### src/rtl/pipe_ctrl_pkg.sv
// rtl/pipe_ctrl_pkg.sv - shared core constants for the pipeline controller and its consumers
package pipe_ctrl_pkg;

    typedef enum logic [1:0] {
        ST_RUN   = 2'd0,
        ST_PEND  = 2'd1,
        ST_FLUSH = 2'd2
    } state_t;

    // addi x0, x0, 0: loaded by IF/ID and ID/EX when flushed
    localparam logic [31:0] NOP_INST = 32'h0000_0013;

    localparam logic [31:0] RESET_PC = 32'h0000_0000;

endpackage

### src/rtl/pipe_ctrl.sv
// rtl/pipe_ctrl.sv - redirect arbitration, stall combining and flush sequencing for the 5-stage core
module pipe_ctrl
    import pipe_ctrl_pkg::*;
#(
    parameter int WIDTH        = 32,
    parameter int FLUSH_CYCLES = 2
) (
    input  logic             clk,
    input  logic             rst,
    input  logic             ex_jump_en_i,
    input  logic [WIDTH-1:0] ex_jump_addr_i,
    input  logic             irq_jump_en_i,
    input  logic [WIDTH-1:0] irq_jump_addr_i,
    input  logic             hold_div_i,
    input  logic             hold_bus_i,
    output logic             jump_en_o,
    output logic [WIDTH-1:0] jump_addr_o,
    output logic             hold_pc_o,
    output logic             hold_if_id_o,
    output logic             hold_id_ex_o,
    output logic             flush_if_id_o,
    output logic             flush_id_ex_o,
    output logic             pend_o
);

    localparam int CNT_W = $clog2(FLUSH_CYCLES + 1);
    localparam logic [CNT_W-1:0] CNT_RELOAD = CNT_W'(FLUSH_CYCLES - 1);
    // With a single flush cycle the issue cycle itself covers it, so go straight back to RUN
    localparam state_t ST_AFTER_ISSUE = (FLUSH_CYCLES == 1) ? ST_RUN : ST_FLUSH;

    state_t           state, state_nxt;
    logic [WIDTH-1:0] pend_addr, pend_addr_nxt;
    logic             pend_irq, pend_irq_nxt;
    logic [CNT_W-1:0] cnt, cnt_nxt;

    logic             hold;
    logic             issue;
    logic [WIDTH-1:0] issue_addr;

    assign hold = hold_div_i | hold_bus_i;

    always_ff @(posedge clk) begin
        if (rst) begin
            state     <= ST_RUN;
            pend_addr <= '0;
            pend_irq  <= 1'b0;
            cnt       <= '0;
        end else begin
            state     <= state_nxt;
            pend_addr <= pend_addr_nxt;
            pend_irq  <= pend_irq_nxt;
            cnt       <= cnt_nxt;
        end
    end

    always_comb begin
        state_nxt     = state;
        pend_addr_nxt = pend_addr;
        pend_irq_nxt  = pend_irq;
        cnt_nxt       = cnt;
        issue         = 1'b0;
        issue_addr    = '0;

        case (state)
            ST_RUN: begin
                if (irq_jump_en_i || ex_jump_en_i) begin
                    if (!hold) begin
                        issue      = 1'b1;
                        issue_addr = irq_jump_en_i ? irq_jump_addr_i : ex_jump_addr_i;
                    end else begin
                        state_nxt     = ST_PEND;
                        pend_addr_nxt = irq_jump_en_i ? irq_jump_addr_i : ex_jump_addr_i;
                        pend_irq_nxt  = irq_jump_en_i;
                    end
                end
            end

            ST_PEND: begin
                if (hold) begin
                    // A trap outranks a buffered branch; ex requests behind the stall are stale
                    if (irq_jump_en_i && !pend_irq) begin
                        pend_addr_nxt = irq_jump_addr_i;
                        pend_irq_nxt  = 1'b1;
                    end
                end else begin
                    issue      = 1'b1;
                    issue_addr = (irq_jump_en_i && !pend_irq) ? irq_jump_addr_i : pend_addr;
                end
            end

            ST_FLUSH: begin
                // ex requests here come from squashed instructions and are dropped
                if (irq_jump_en_i) begin
                    if (!hold) begin
                        issue      = 1'b1;
                        issue_addr = irq_jump_addr_i;
                    end else begin
                        state_nxt     = ST_PEND;
                        pend_addr_nxt = irq_jump_addr_i;
                        pend_irq_nxt  = 1'b1;
                        cnt_nxt       = '0;
                    end
                end else if (!hold) begin
                    cnt_nxt = cnt - 1'b1;
                    if (cnt <= CNT_W'(1)) begin
                        state_nxt = ST_RUN;
                        cnt_nxt   = '0;
                    end
                end
            end

            default: begin
                state_nxt = ST_RUN;
                cnt_nxt   = '0;
            end
        endcase

        if (issue) begin
            state_nxt     = ST_AFTER_ISSUE;
            cnt_nxt       = CNT_RELOAD;
            pend_addr_nxt = '0;
            pend_irq_nxt  = 1'b0;
        end
    end

    always_comb begin
        hold_pc_o     = hold;
        hold_if_id_o  = hold;
        hold_id_ex_o  = hold;
        jump_en_o     = 1'b0;
        jump_addr_o   = '0;
        flush_if_id_o = 1'b0;
        flush_id_ex_o = 1'b0;
        pend_o        = 1'b0;
        if (!rst) begin
            jump_en_o     = issue;
            jump_addr_o   = issue ? issue_addr : '0;
            flush_if_id_o = issue || (state == ST_FLUSH);
            flush_id_ex_o = issue;
            pend_o        = (state == ST_PEND) && !issue;
        end
    end

endmodule

### config.mk
export PLATFORM = sky130hd
export DESIGN_NAME = pipe_ctrl
export DESIGN_NICKNAME = d
export VERILOG_FILES = /design/src/rtl/pipe_ctrl_pkg.sv /design/src/rtl/pipe_ctrl.sv
export SDC_FILE = /design/constraint.sdc
export NUM_CORES = 1
export LEC_CHECK = 0
export ABC_AREA = 1
export CAP_MARGIN = 20
export CORE_MARGIN = 8
export CORE_UTILIZATION = 54
export CTS_CLUSTER_DIAMETER = 60
export DETAILED_ROUTE_END_ITERATION = 6
export HOLD_SLACK_MARGIN = 0.12
export PLACE_DENSITY = 0.92
export SLEW_MARGIN = 20
export SYNTH_ARGS = -nofsm -noshare
export SYNTH_HDL_FRONTEND = slang
export SYNTH_SLANG_ARGS = --single-unit
### constraint.sdc
create_clock -name clk -period 5.4 [get_ports clk]
set_input_delay 0.81 -clock clk [delete_from_list [all_inputs] [get_ports clk]]
set_output_delay 0.81 -clock clk [all_outputs]
set_load 0.005 [all_outputs]
==> summary by stage <==
Synthesis
The number of nets in the synthesized netlist is 867. The number of register bits inferred by synthesis is 37. The share of the Yosys chip area taken by registers is 0.182. The cell count after synthesis is 792. The netlist uses 25 different library cells. A synthesized cell averages around 5.1 µm².

For this run, the number of Yosys warnings is 0. In this run the cell area of the synthesized design comes to 4060 µm².

GRT
The total overflow left after global routing is 0. The number of global-route vias before repair is ~5000. The total routing usage reported by global routing is 0.253. The largest net degree at the start of global routing is 69.

The initial antenna violation count is 0. The wire length of the first global-routing pass is between 20000 and 25000 µm.

CTS
Buffers added to address setup during post-CTS repair amount to 0. CTS built an H-tree with a depth of 2. The maximum count of clock buffers along a single path is 2. The cell sitting at the root of the clock tree is a clkbuf_8. The CTS tree is built. The TritonCTS sink count is 37.

The total of hold buffers inserted after clock tree synthesis is 0. The number of buffers inserted during clock tree synthesis is 5. The clock slew at the register clock pins of the worst setup and hold paths is 80 ps. At the later pin of the worst-skew pair, clock insertion delay measures 290 ps. Gates resized during post-CTS repair numbered 0.

Placed design
The count of buffers inserted at the top-level ports is 108. The final weighted congestion in routability-driven placement is around 0.93. The detailed placement HPWL is between 9000 and 10000 µm.

Setup path
The largest stage delay on the critical path is 620 ps. In this run the worst path has a maximum fanout of 17. STA classifies the critical path startpoint as an input pin. The critical path goes through clkdlybuf4s50_1 > nor2_4 > nand3_1 > buf_4 > o22ai_1 > nor2_1 > nor2_1 > clkdlybuf4s50_1. At the worst endpoint, the arrival time is between 3000 and 4000 ps. The slowest stage of the critical path is the nand3_1 cell. The type of destination of the critical path is an output port.

The critical path contains buffers and inverters numbering 3 combined. Broken down by cell family, the worst path's largest delay share belongs to buffers and inverters. For the worst setup path, the data required time is approximately 4600 ps. The critical path in this run is classified as in2out.

STA
The final count of pins violating max slew is 0. The count of final hold-check violations came to 0. Subtracting the final worst setup slack from the clock period gives approximately 4200 ps. Setup violations remaining at the end of the flow were counted as 0. On the final layout, the worst clock skew is 10.2 ps. The final-layout setup total negative slack is 0 ps. The fmax is around 0.24 GHz.

The share of the cycle needed by the critical path after routing is 0.781. Setup repair after global routing left no endpoint under its margin. Headroom to the max-slew limit came out at 0.268.

At the pin with the least slew margin, the transition time is 1100 ps. Hold is met by 490 ps.

Route
After detailed routing, the number of remaining DRC violations is 0. After the first detailed-routing iteration, the DRC count stood at 480. The length of the first detailed-routing pass in iterations is 5. Using the TritonRoute via totals, the vias-per-cell ratio works out to approximately 5.6. The number of routed nets with antenna violations is 0. The wire length per cell after detailed routing is 14.1 µm. The final wirelength is 13500 µm.

Summing over every cut layer, the via total after detailed routing is 5325.

Run
The tool flagged a number of max-cap violations equal to 0.

Outcome
The run finished with clean final reports.

Power and ir drop
The leakage power of the design is 2.40 nW. Dividing total power by cell area gives a power density of 319 nW/µm². The worst-case IR drop observed on VDD is 0.172 mV.

Floorplan
The overall die height is roughly 100 µm. The number of rows created at floorplan is 31. For this configuration, the core starts out at a cell density of 0.560.

The floorplan step defined a core boundary enclosing 7250 µm². In this run the count of I/O pins placed on the die edge is 109. The die area is 10500 µm².

The floorplan step set the die width to between 100 and 150 µm.

Layout
The number of diodes added for antenna fixing is 0. The area growth from synthesis to layout is 26.5%. The fraction of layout cells with a size suffix above 1 is 0.0338.

For this run, the post-layout net count is 932. The fraction of the core area covered by cells at the end of the flow is 0.708.

Hold path
In this run the worst hold path is classified as reg2reg.
-- metal layers --
metal,track usage,part of all wire
met2,0.444,0.49
met1,0.292,0.39
met3,0.0500,0.10
met5,0,0
met4,0.107,0.020
-- where the power goes --
| group | leakage, nW | switching, mW | internal [mW] |
|---|---|---|---|
| registers | 0.306 | 0.0277 | 0.362 |
| logic | 2.03 | 0.648 | 0.348 |
| clock network | 0.0585 | 0.103 | 0.151 |
| total | 2.40 | 0.779 | 0.861 |
-- worst register-to-register path, cell delays in order, from the launching register on --
cell,delay (ps)
dfxtp_1,340
inv_1,160
ha_1,720
buf_4,390
inv_2,50
nor2_1,240
a21oi_2,70
nand3_2,430
buf_4,470
nand2_1,110
nand3_1,90
nor2_1,60
-- cell families after synthesis --
group,Yosys count,share of synthesized area
flops,37,0.182
fa+ha+maj,5,0.0154
buf+inv,138,0.148
compound gates,140,0.186
simple gates,472,0.468
-- layout make-up --
cell class              instances  area (µm²)
inverters                      81         304
multi-input cells             617        2720
fillers                       662        2120
repair buffers                115        1130
clock buffers                   7        86.3
well taps                      99         124
flip-flops and latches         37         741
clock inverters                 1        30.0
-- synthesized netlist by cell type --
cell,count,area share
nand2_2,3,0.0046
nor2_2,1,0.0015
buf_2,26,0.032
clkbuf_2,1,0.0012
o21ai_1,2,0.0025
nand3_1,70,0.086
o21ai_0,36,0.044
dfxtp_1,37,0.18
buf_1,6,0.0055
buf_4,7,0.013
clkbuf_1,14,0.013
ha_1,5,0.015
inv_1,78,0.072
o21ai_4,1,0.0040
nor2_1,139,0.13
inv_2,3,0.0028
nand3_4,1,0.0043
buf_6,3,0.0083
nand4_1,1,0.0015
nand3_2,1,0.0025
o22ai_1,32,0.049
a21oi_2,1,0.0022
nor2_4,1,0.0028
a21oi_1,68,0.084
nand2_1,255,0.24
-- flip-flops by register name, summed over array words and instances (netlist names) --
name       cells
pend_irq       1
state          2
pend_addr     32
cnt            2
-- stage by stage --
stage | total power [mW] | cell area (µm²) | setup WS (ps) | std cells
detailed placement | 1.36 | 5010 | 1210 | 949
floorplan | 1.15 | 4060 | 2780 | 792
global route | 1.78 | 5130 | 985 | 957
finish | 1.64 | 5130 | 1180 | 957
CTS | 1.62 | 5130 | 1200 | 957
global placement | 1.32 | 5010 | 1270 | 949
-- worst paths after layout --
path	start	endpoint	slack (ps)	cells past startpoint
min	cnt[1]$_SDFFE_PP0P_	cnt[1]$_SDFFE_PP0P_	490	2
max reg2reg	state[0]$_SDFFE_PP0P_	pend_addr[8]$_SDFFE_PP0P_	2170	11
max	hold_bus_i	jump_addr_o[21]	1180	8
min reg2reg	cnt[1]$_SDFFE_PP0P_	cnt[1]$_SDFFE_PP0P_	490	2
-- placed cells by master, fill, tap and decap left out, types with 2 or more instances in the layout --
cell,netlist,final
clkbuf_8,0,6
o21ai_1,2,2
dfxtp_1,37,37
o22ai_1,32,32
clkdlybuf4s50_1,0,107
o21ai_0,36,36
nand2_1,255,254
nand2_2,3,4
buf_4,7,7
nand3_1,70,70
ha_1,5,5
inv_2,3,4
a21oi_1,68,68
inv_1,78,77
nor2_1,139,139
Note: power is estimated with default switching activity, not from simulation.
